`src/rtl/fetch_pkg.sv`:
```
// Shared fetch types: queue entry layout, JAL opcode and J-immediate decode.
// Used by fetch_queue and instruction_fetch_unit.
package fetch_pkg;

  localparam int FETCH_XLEN = 32;

  localparam logic [6:0] OPCODE_JAL = 7'b1101111;

  typedef struct packed {
    logic [FETCH_XLEN-1:0] pc;
    logic [31:0]           instruction;
    logic                  predicted_taken;
    logic [FETCH_XLEN-1:0] predicted_next;
  } fetch_entry_t;

  function automatic logic [FETCH_XLEN-1:0] j_immediate(
    input logic [31:0] inst
  );
    logic [20:0] imm;
    imm = {inst[31], inst[19:12], inst[20], inst[30:21], 1'b0};
    return {{(FETCH_XLEN-21){imm[20]}}, imm};
  endfunction

endpackage

```
`src/rtl/fetch_queue.sv`:
```
// DEPTH-entry FIFO of fetch entries with push, pop and flush.
// Head reads as all-zero while empty.
module fetch_queue
  import fetch_pkg::*;
#(
  parameter int DEPTH = 4
) (
  input  logic                       clk,
  input  logic                       reset,
  input  logic                       push,
  input  logic                       pop,
  input  logic                       flush,
  input  fetch_entry_t               wr_entry,
  output fetch_entry_t               head,
  output logic                       full,
  output logic                       empty,
  output logic [$clog2(DEPTH+1)-1:0] occupancy
);

  localparam int PW = $clog2(DEPTH);
  localparam int CW = $clog2(DEPTH+1);

  fetch_entry_t    mem [DEPTH];
  logic [PW-1:0]   head_ptr;
  logic [PW-1:0]   tail_ptr;
  logic [CW-1:0]   count;
  logic            do_pop;
  logic            do_push;

  assign full  = (count == CW'(DEPTH));
  assign empty = (count == '0);

  assign do_pop  = pop & !empty & !flush;
  assign do_push = push & (!full | do_pop) & !flush;

  always_ff @(posedge clk) begin
    if (do_push) mem[tail_ptr] <= wr_entry;
  end

  always_ff @(posedge clk or negedge reset) begin
    if (!reset) begin
      head_ptr <= '0;
      tail_ptr <= '0;
      count    <= '0;
    end else if (flush) begin
      head_ptr <= '0;
      tail_ptr <= '0;
      count    <= '0;
    end else begin
      if (do_pop)  head_ptr <= head_ptr + PW'(1);
      if (do_push) tail_ptr <= tail_ptr + PW'(1);
      count <= count + CW'(do_push) - CW'(do_pop);
    end
  end

  assign head      = empty ? '0 : mem[head_ptr];
  assign occupancy = count;

endmodule

```
`src/rtl/instruction_fetch_unit.sv`:
```
// Decoupled fetch front end: PC register, prediction and fetch queue.
// Define FETCH_JAL_PREDICT_EN to predict JAL targets at fetch.
module instruction_fetch_unit
  import fetch_pkg::*;
#(
  parameter int               XLEN            = FETCH_XLEN,
  parameter int               DEPTH           = 4,
  parameter logic [XLEN-1:0]  RESET_PC        = '0,
  parameter int               IMEM_ADDR_WIDTH = 7
) (
  input  logic                       clk,
  input  logic                       reset,
  output logic [IMEM_ADDR_WIDTH-1:0] imem_address,
  input  logic [31:0]                imem_data,
  input  logic                       redirect,
  input  logic [XLEN-1:0]            redirect_pc,
  output logic                       out_valid,
  input  logic                       out_ready,
  output logic [XLEN-1:0]            out_pc,
  output logic [31:0]                out_instruction,
  output logic [XLEN-1:0]            out_pc_plus_four,
  output logic                       out_predicted_taken,
  output logic [XLEN-1:0]            out_predicted_next,
  output logic [$clog2(DEPTH+1)-1:0] occupancy
);

  logic [XLEN-1:0] pc;
  logic [XLEN-1:0] pred_next;
  logic            pred_taken;
  logic            push;
  logic            pop;
  logic            full;
  logic            empty;
  fetch_entry_t    wr_entry;
  fetch_entry_t    head;

  assign imem_address = pc[IMEM_ADDR_WIDTH-1:0];

  always_comb begin
    pred_taken = 1'b0;
    pred_next  = pc + XLEN'(4);
`ifdef FETCH_JAL_PREDICT_EN
    if (imem_data[6:0] == OPCODE_JAL) begin
      pred_taken = 1'b1;
      pred_next  = pc + j_immediate(imem_data);
    end
`endif
  end

  // Redirect wins: no pop, no push, queue flushed this cycle.
  assign out_valid = !empty & !redirect;
  assign pop       = out_valid & out_ready;
  assign push      = !redirect & (!full | pop);

  always_comb begin
    wr_entry                 = '0;
    wr_entry.pc              = pc;
    wr_entry.instruction     = imem_data;
    wr_entry.predicted_taken = pred_taken;
    wr_entry.predicted_next  = pred_next;
  end

  always_ff @(posedge clk or negedge reset) begin
    if (!reset) begin
      pc <= RESET_PC;
    end else if (redirect) begin
      pc <= redirect_pc & ~XLEN'(3);
    end else if (push) begin
      pc <= pred_next;
    end
  end

  fetch_queue #(
    .DEPTH(DEPTH)
  ) u_queue (
    .clk      (clk),
    .reset    (reset),
    .push     (push),
    .pop      (pop),
    .flush    (redirect),
    .wr_entry (wr_entry),
    .head     (head),
    .full     (full),
    .empty    (empty),
    .occupancy(occupancy)
  );

  assign out_pc              = head.pc;
  assign out_instruction     = head.instruction;
  assign out_pc_plus_four    = empty ? '0 : head.pc + XLEN'(4);
  assign out_predicted_taken = head.predicted_taken;
  assign out_predicted_next  = head.predicted_next;

endmodule
```
`config.mk`:
```
export PLATFORM = sky130hd
export DESIGN_NAME = instruction_fetch_unit
export DESIGN_NICKNAME = d
export VERILOG_FILES = /design/src/rtl/fetch_pkg.sv /design/src/rtl/fetch_queue.sv /design/src/rtl/instruction_fetch_unit.sv
export SDC_FILE = /design/constraint.sdc
export NUM_CORES = 1
export LEC_CHECK = 0
export CAP_MARGIN = 30
export CORE_ASPECT_RATIO = 1.5
export CORE_MARGIN = 2
export CORE_UTILIZATION = 55
export CTS_BUF_LIST = sky130_fd_sc_hd__clkbuf_2 sky130_fd_sc_hd__clkbuf_4 sky130_fd_sc_hd__clkbuf_8
export CTS_CLUSTER_SIZE = 20
export DETAILED_ROUTE_END_ITERATION = 10
export PLACE_DENSITY = 0.79
export SYNTH_ARGS = -nofsm -noshare
export SYNTH_HDL_FRONTEND = slang
export SYNTH_SLANG_ARGS = --single-unit
```
`constraint.sdc`:
```
create_clock -name clk -period 5.6 [get_ports clk]
set_input_delay 1.12 -clock clk [delete_from_list [all_inputs] [get_ports clk]]
set_output_delay 1.12 -clock clk [all_outputs]
set_load 0.03 [all_outputs]
```
# Yosys cells after proc, flatten, opt, wreduce, memory -nomap -nowiden
# Memory sizes are Yosys's and may differ from the RTL's.
# Index checks and enable logic that the tools add are counted.
[word_totals]
reg_bits = 39
mem_count = 1
input_bits = 68
latchBits = 0
romBits = 0
ram_bits = 384
[classes]
n_reduce_logical = 7
add_sub_neg = 6
n_mul = 0
eq_ne = 1
order_cmp = 0
n_div = 0
shifts = 0
bitwise_logic = 9
mux = 11
[mem_list]
columns = ["memory", "words", "width", "rd", "rd_ports_with_merged_regs", "wr", "line", "source"]
rows = [
  ["u_queue.mem", 4, 96, 1, 0, 1, "fetch_queue.sv:23", "fetch_entry_t mem [DEPTH];"],
]
[op_table]
columns = ["op", "count"]
rows = [
  ["97-bit 2-to-1 mux", 1],
  ["32-bit 2-to-1 mux", 3],
  ["32-bit by 3-bit adder with 32-bit output (second input constant)", 2],
  ["2-bit 2-to-1 mux", 4],
  ["1-bit bitwise AND", 7],
  ["2-bit nonzero test", 3],
  ["2-bit by 1-bit adder with 2-bit output (second input constant)", 2],
  ["3-bit by 1-bit adder with 3-bit output", 1],
  ["3-bit equality test (second input constant)", 1],
  ["1-bit logical NOT", 3],
  ["3-bit logical NOT", 1],
  ["3-bit 2-to-1 mux", 1],
  ["3-bit by 1-bit subtractor with 3-bit output", 1],
  ["1-bit 2-to-1 mux", 2],
  ["1-bit OR", 2],
]

# Logic depth before layout (Yosys ltp)
[logic_depth]
word_depth = 12
mapped_depth = 12

# Cells and area by module
# Synthesis repeated with hierarchy kept, for this count alone.
[hier_totals]
cells_unflattened = 1083
area_unflattened_um2 = 18336.3
[by_module_without_submodules]
columns = ["mod", "n_inst", "area_each_um2", "cells_each"]
rows = [
  ["fetch_queue", 1, 15183.3, 664],
  ["instruction_fetch_unit", 1, 3153.0, 419],
]

# Worst setup path after synthesis
# No wires, ideal clock.
[synth_timing]
path_type = "reg2out"
from = "reg u_queue.count[1] (netlist: u_queue.occupancy[1])"
to = "out out_pc_plus_four[30]"
arrival_ns = 3.268
stages_incl_launch_ff = 12
required_time_ns = 4.480
n_path_buf = 3
slack_ns = 1.212
path_cell_list = "dfrtp_1 -> or3_1 -> clkbuf_1 -> clkbuf_1 -> clkbuf_1 -> and2_1 -> ha_1 -> nand3_1 -> nor2_1 -> nand2_2 -> nor3_1 -> mux2_2"
[synth_via]
elab_chain_len = 4
[synth_rtl]
columns = ["item", "line", "source"]
rows = [
  ["from (decl)", "fetch_queue.sv:26", "logic [CW-1:0] count;"],
  ["from (signal assigned)", "fetch_queue.sv:52", "count <= count + CW'(do_push) - CW'(do_pop);"],
  ["3-bit logical NOT", "fetch_queue.sv:31", "assign empty = (count == '0);"],
  ["97-bit 2-to-1 mux", "fetch_queue.sv:56", "assign head = empty ? '0 : mem[head_ptr];"],
  ["via out_pc[2]", "instruction_fetch_unit.sv:19", "output logic [XLEN-1:0] out_pc,"],
  ["32-bit by 3-bit adder with 32-bit output", "instruction_fetch_unit.sv:90", "assign out_pc_plus_four = empty ? '0 : head.pc + XLEN'(4);"],
  ["32-bit 2-to-1 mux", "instruction_fetch_unit.sv:90", ""],
  ["to (decl)", "instruction_fetch_unit.sv:21", "output logic [XLEN-1:0] out_pc_plus_four,"],
]
# The timed path passes the listed nets, and every way through them passes these cells.

# Worst setup path in the final report
[layout_timing]
from = "reg u_queue.head_ptr[1]"
to = "out out_pc_plus_four[30]"
[layout_via]
elab_chain_len = 4
[layout_rtl]
columns = ["item", "line", "source"]
rows = [
  ["from (decl)", "fetch_queue.sv:24", "logic [PW-1:0] head_ptr;"],
  ["from (signal assigned)", "fetch_queue.sv:50", "if (do_pop) head_ptr <= head_ptr + PW'(1);"],
  ["memory read 4 x 96 bit", "n/a", ""],
  ["97-bit 2-to-1 mux", "fetch_queue.sv:56", ""],
  ["32-bit by 3-bit adder with 32-bit output", "instruction_fetch_unit.sv:90", ""],
  ["32-bit 2-to-1 mux", "instruction_fetch_unit.sv:90", ""],
]
# Every way passes these cells.

==> run metrics <==
maximum vdd drop=320 uV; P_int=just under 0.007 W; fill count=around 2200; Post-CTS Resized=0; Avg Vias per Cell=5.61; TritonCTS buffer count=55; Pins Over Slew Limit=0; DR WL met2=about 18000 um; final instance area=approximately 0.021 mm^2; outcome=completed; commonest non-fill, non-tap cell in the layout=edfxtp_1; count of different cell masters after synthesis=41; Synth Instances=roughly 1000; setup bufs post-CTS=0; vias in the first global route=9805; first-pass GRT wire length=54200 um; htree depth=2; register area share after synthesis=between 60% and 70%; Worst setup EP type=output pin; # setup viols final=0; synthesized area per cell=about 17 um^2; DRT iter0 DRCs=520; worst path arrival time=4.18 ns; worst hold path type=register to register; total die area=0.0331 mm^2; min Tclk post-route=between 5 and 6 ns; I/O pins=208; per-cell routed wire length=20.6 um; cts hold-fix bufs=0; Fin Setup TNS=0 ns; share of layout cells above drive strength 1=about 16%; Routed met3 length=roughly 1800 um; fin nets=about 1300; core area=0.0311 mm^2; dpl hpwl=roughly 22000 um; Max Buffers Root-to-Sink=3; Chip Height=roughly 220 um; Worst-Margin Slew=a little over 0.9 ns; PD cells=between 500 and 600 mW/mm^2; largest net degree at the start of global routing=between 80 and 90; Hold Fails Final Rpt=0; Placed Area=approximately 0.02 mm^2; clock skew=0.0211 ns; Max-Cap Viols=0; TritonCTS sink count=405; Top FF cell, synth=edfxtp_1; Total Power=about 0.011 W; gr ovfl total=0; drt pass-1 iters=5; Initial Utilization=between 50 and 60%; Syn-to-layout area delta=19.7%; Fmax achieved=approximately 190 MHz; cell area after synthesis=between 0.015 and 0.02 mm^2; most frequent cells in the layout=edfxtp_1 (368), clkdlybuf4s50_1 (194), and2_1 (86); critical path required time=approximately 4.5 ns; period utilization=a little over nine tenths; Sequential Power Share=37.1%; drc violations=0; YS warnings=0; Final GP Congestion=0.791; Async SR Flop Fraction=slightly above 9%; relative max-transition margin=37.6%; clock share of power=roughly a fifth; Total GRT Usage=roughly a fifth; DR vias=9578; Rows=79; largest fanout on the critical path=50; RSZ-0062 raised after global routing=false; Horiz. Die Dim=~150 um; FF/Latch Area=between 0.01 and 0.015 mm^2; Top Layer Used=met4; NetSw=0.00383 W; crit path launch type=register; Leak=just under 7 nW; CTS tree=done; Post-synth EDFFs=368; Worst-Skew Late Latency=about 0.59 ns; Synth Register Bits=405; met1 WL=about 15000 um; Final ANT Viol Nets=0; Multi-input gate area=between 0.005 and 0.006 mm^2; Clk pin slew, worst setup/hold paths=0.06 ns; critical setup path kind=register to output pin; switching fraction of total power=36.1%; Final Routed Wirelength=between 30000 and 40000 um; PortBufs=a little under 200; Comb pwr share=between 40% and 50%; initial antenna violation count=1; root buffer selected by CTS=clkbuf_8
==> power by group through the flow <==
stage	Combinational (W)	Clock, W	Sequential (W)
floorplan	0.00289	0	0.00393
global placement	0.00446	0	0.00398
detailed placement	0.00450	0	0.00401
CTS	0.00451	0.00228	0.00395
global route	0.00470	0.00240	0.00398
finish	0.00444	0.00224	0.00395
==> layer usage <==
metal / vias to the layer above / track usage, %
met3: 52 / 3.17
met2: 299 / 36.2
met4: 0 / 6.85
met5: - / 0
met1: 4840 / 28.7
li1: 4387 / -
==> logic make-up after synthesis <==
| kind of cell | after synthesis | synth area share [%] |
|---|---|---|
| AND/OR/NAND/NOR | 315 | 9.44 |
| AO/OA/AOI/OAI | 46 | 1.35 |
| flip-flops | 405 | 68.7 |
| multiplexers | 105 | 13.0 |
| XOR/XNOR | 82 | 4.12 |
| buffers and inverters | 82 | 2.64 |
| other | 1 | 0.0215 |
| adder cells (fa/ha/maj) | 9 | 0.689 |
==> through the flow <==
step           worst slack, ns  hold slack, ns  instances  util, %
2_1_floorplan             1.21           0.474       1053        -
3_3_place_gp             0.874           0.553       1606     63.4
3_5_place_dp             0.887           0.566       1606     63.4
4_1_cts                  0.222           0.574       1707     67.0
5_1_grt                 0.0129           0.590       1708     67.0
6_report                 0.296           0.572       1708     67.0
==> Yosys cell counts, types with 2 or more instances <==
master    instances  area share (%)
a21oi_1           5            0.14
and2_1           90             3.2
and3_1            8            0.29
and4_1            2            0.10
buf_12            2            0.23
buf_2            11            0.32
buf_4            18            0.78
buf_6             5            0.32
clkbuf_1         31            0.67
dfrtp_1          37             5.3
edfxtp_1        368              63
ha_1              8            0.57
inv_1            14            0.30
mux2_2            7            0.45
mux2i_1           8            0.46
mux4_1           21             3.2
mux4_2           69             8.9
nand2_1          70             1.5
nand3_1          34            0.98
nand3_2           2            0.11
nand4_1          17            0.61
nor2_1           63             1.4
nor3_1           14            0.40
nor4b_2           2            0.17
o21ai_0          39             1.1
or3_1             5            0.18
xnor2_1          46             2.3
xor2_1           36             1.8
==> registers in the layout, summed over array words and instances (netlist names) <==
signal             count
pc                    30
u_queue.mem          368
u_queue.occupancy      3
u_queue.tail_ptr       2
u_queue.head_ptr       2
==> worst paths after layout <==
path                       depth (start not counted)  slack (ns)                    to                  from
max                                               11        0.30  out_pc_plus_four[30]   u_queue.head_ptr[1]
min                                                2        0.57   u_queue.tail_ptr[1]   u_queue.tail_ptr[1]
max in group asynchronous                          1        4.27   u_queue.head_ptr[0]                 reset
max reg2reg                                       11        2.59  u_queue.occupancy[2]  u_queue.occupancy[0]
min in group asynchronous                          1        0.65                 pc[5]                 reset
min reg2reg                                        2        0.57   u_queue.tail_ptr[1]   u_queue.tail_ptr[1]
==> worst max-delay path, stage by stage (launching register included) <==
cell	delay [ns]
dfrtp_4	0.89
buf_4	0.38
mux4_2	0.26
and2_1	0.16
ha_1	0.21
nand3_1	0.08
nor2_1	0.09
buf_4	0.20
nand2_2	0.09
nor3_1	0.23
mux2_2	0.37
clkdlybuf4s50_1	0.59
==> layout make-up <==
cell class | count | area share, %
Antenna cell | 1 | 0.0120
Tap cell | 405 | 2.43
Timing Repair Buffer | 216 | 10.3
Clock inverter | 20 | 0.546
Clock buffer | 81 | 4.84
Multi-Input combinational cell | 566 | 24.1
Sequential cell | 405 | 57.5
Inverter | 14 | 0.252
No activity file was read; power rests on OpenSTA's default activity.
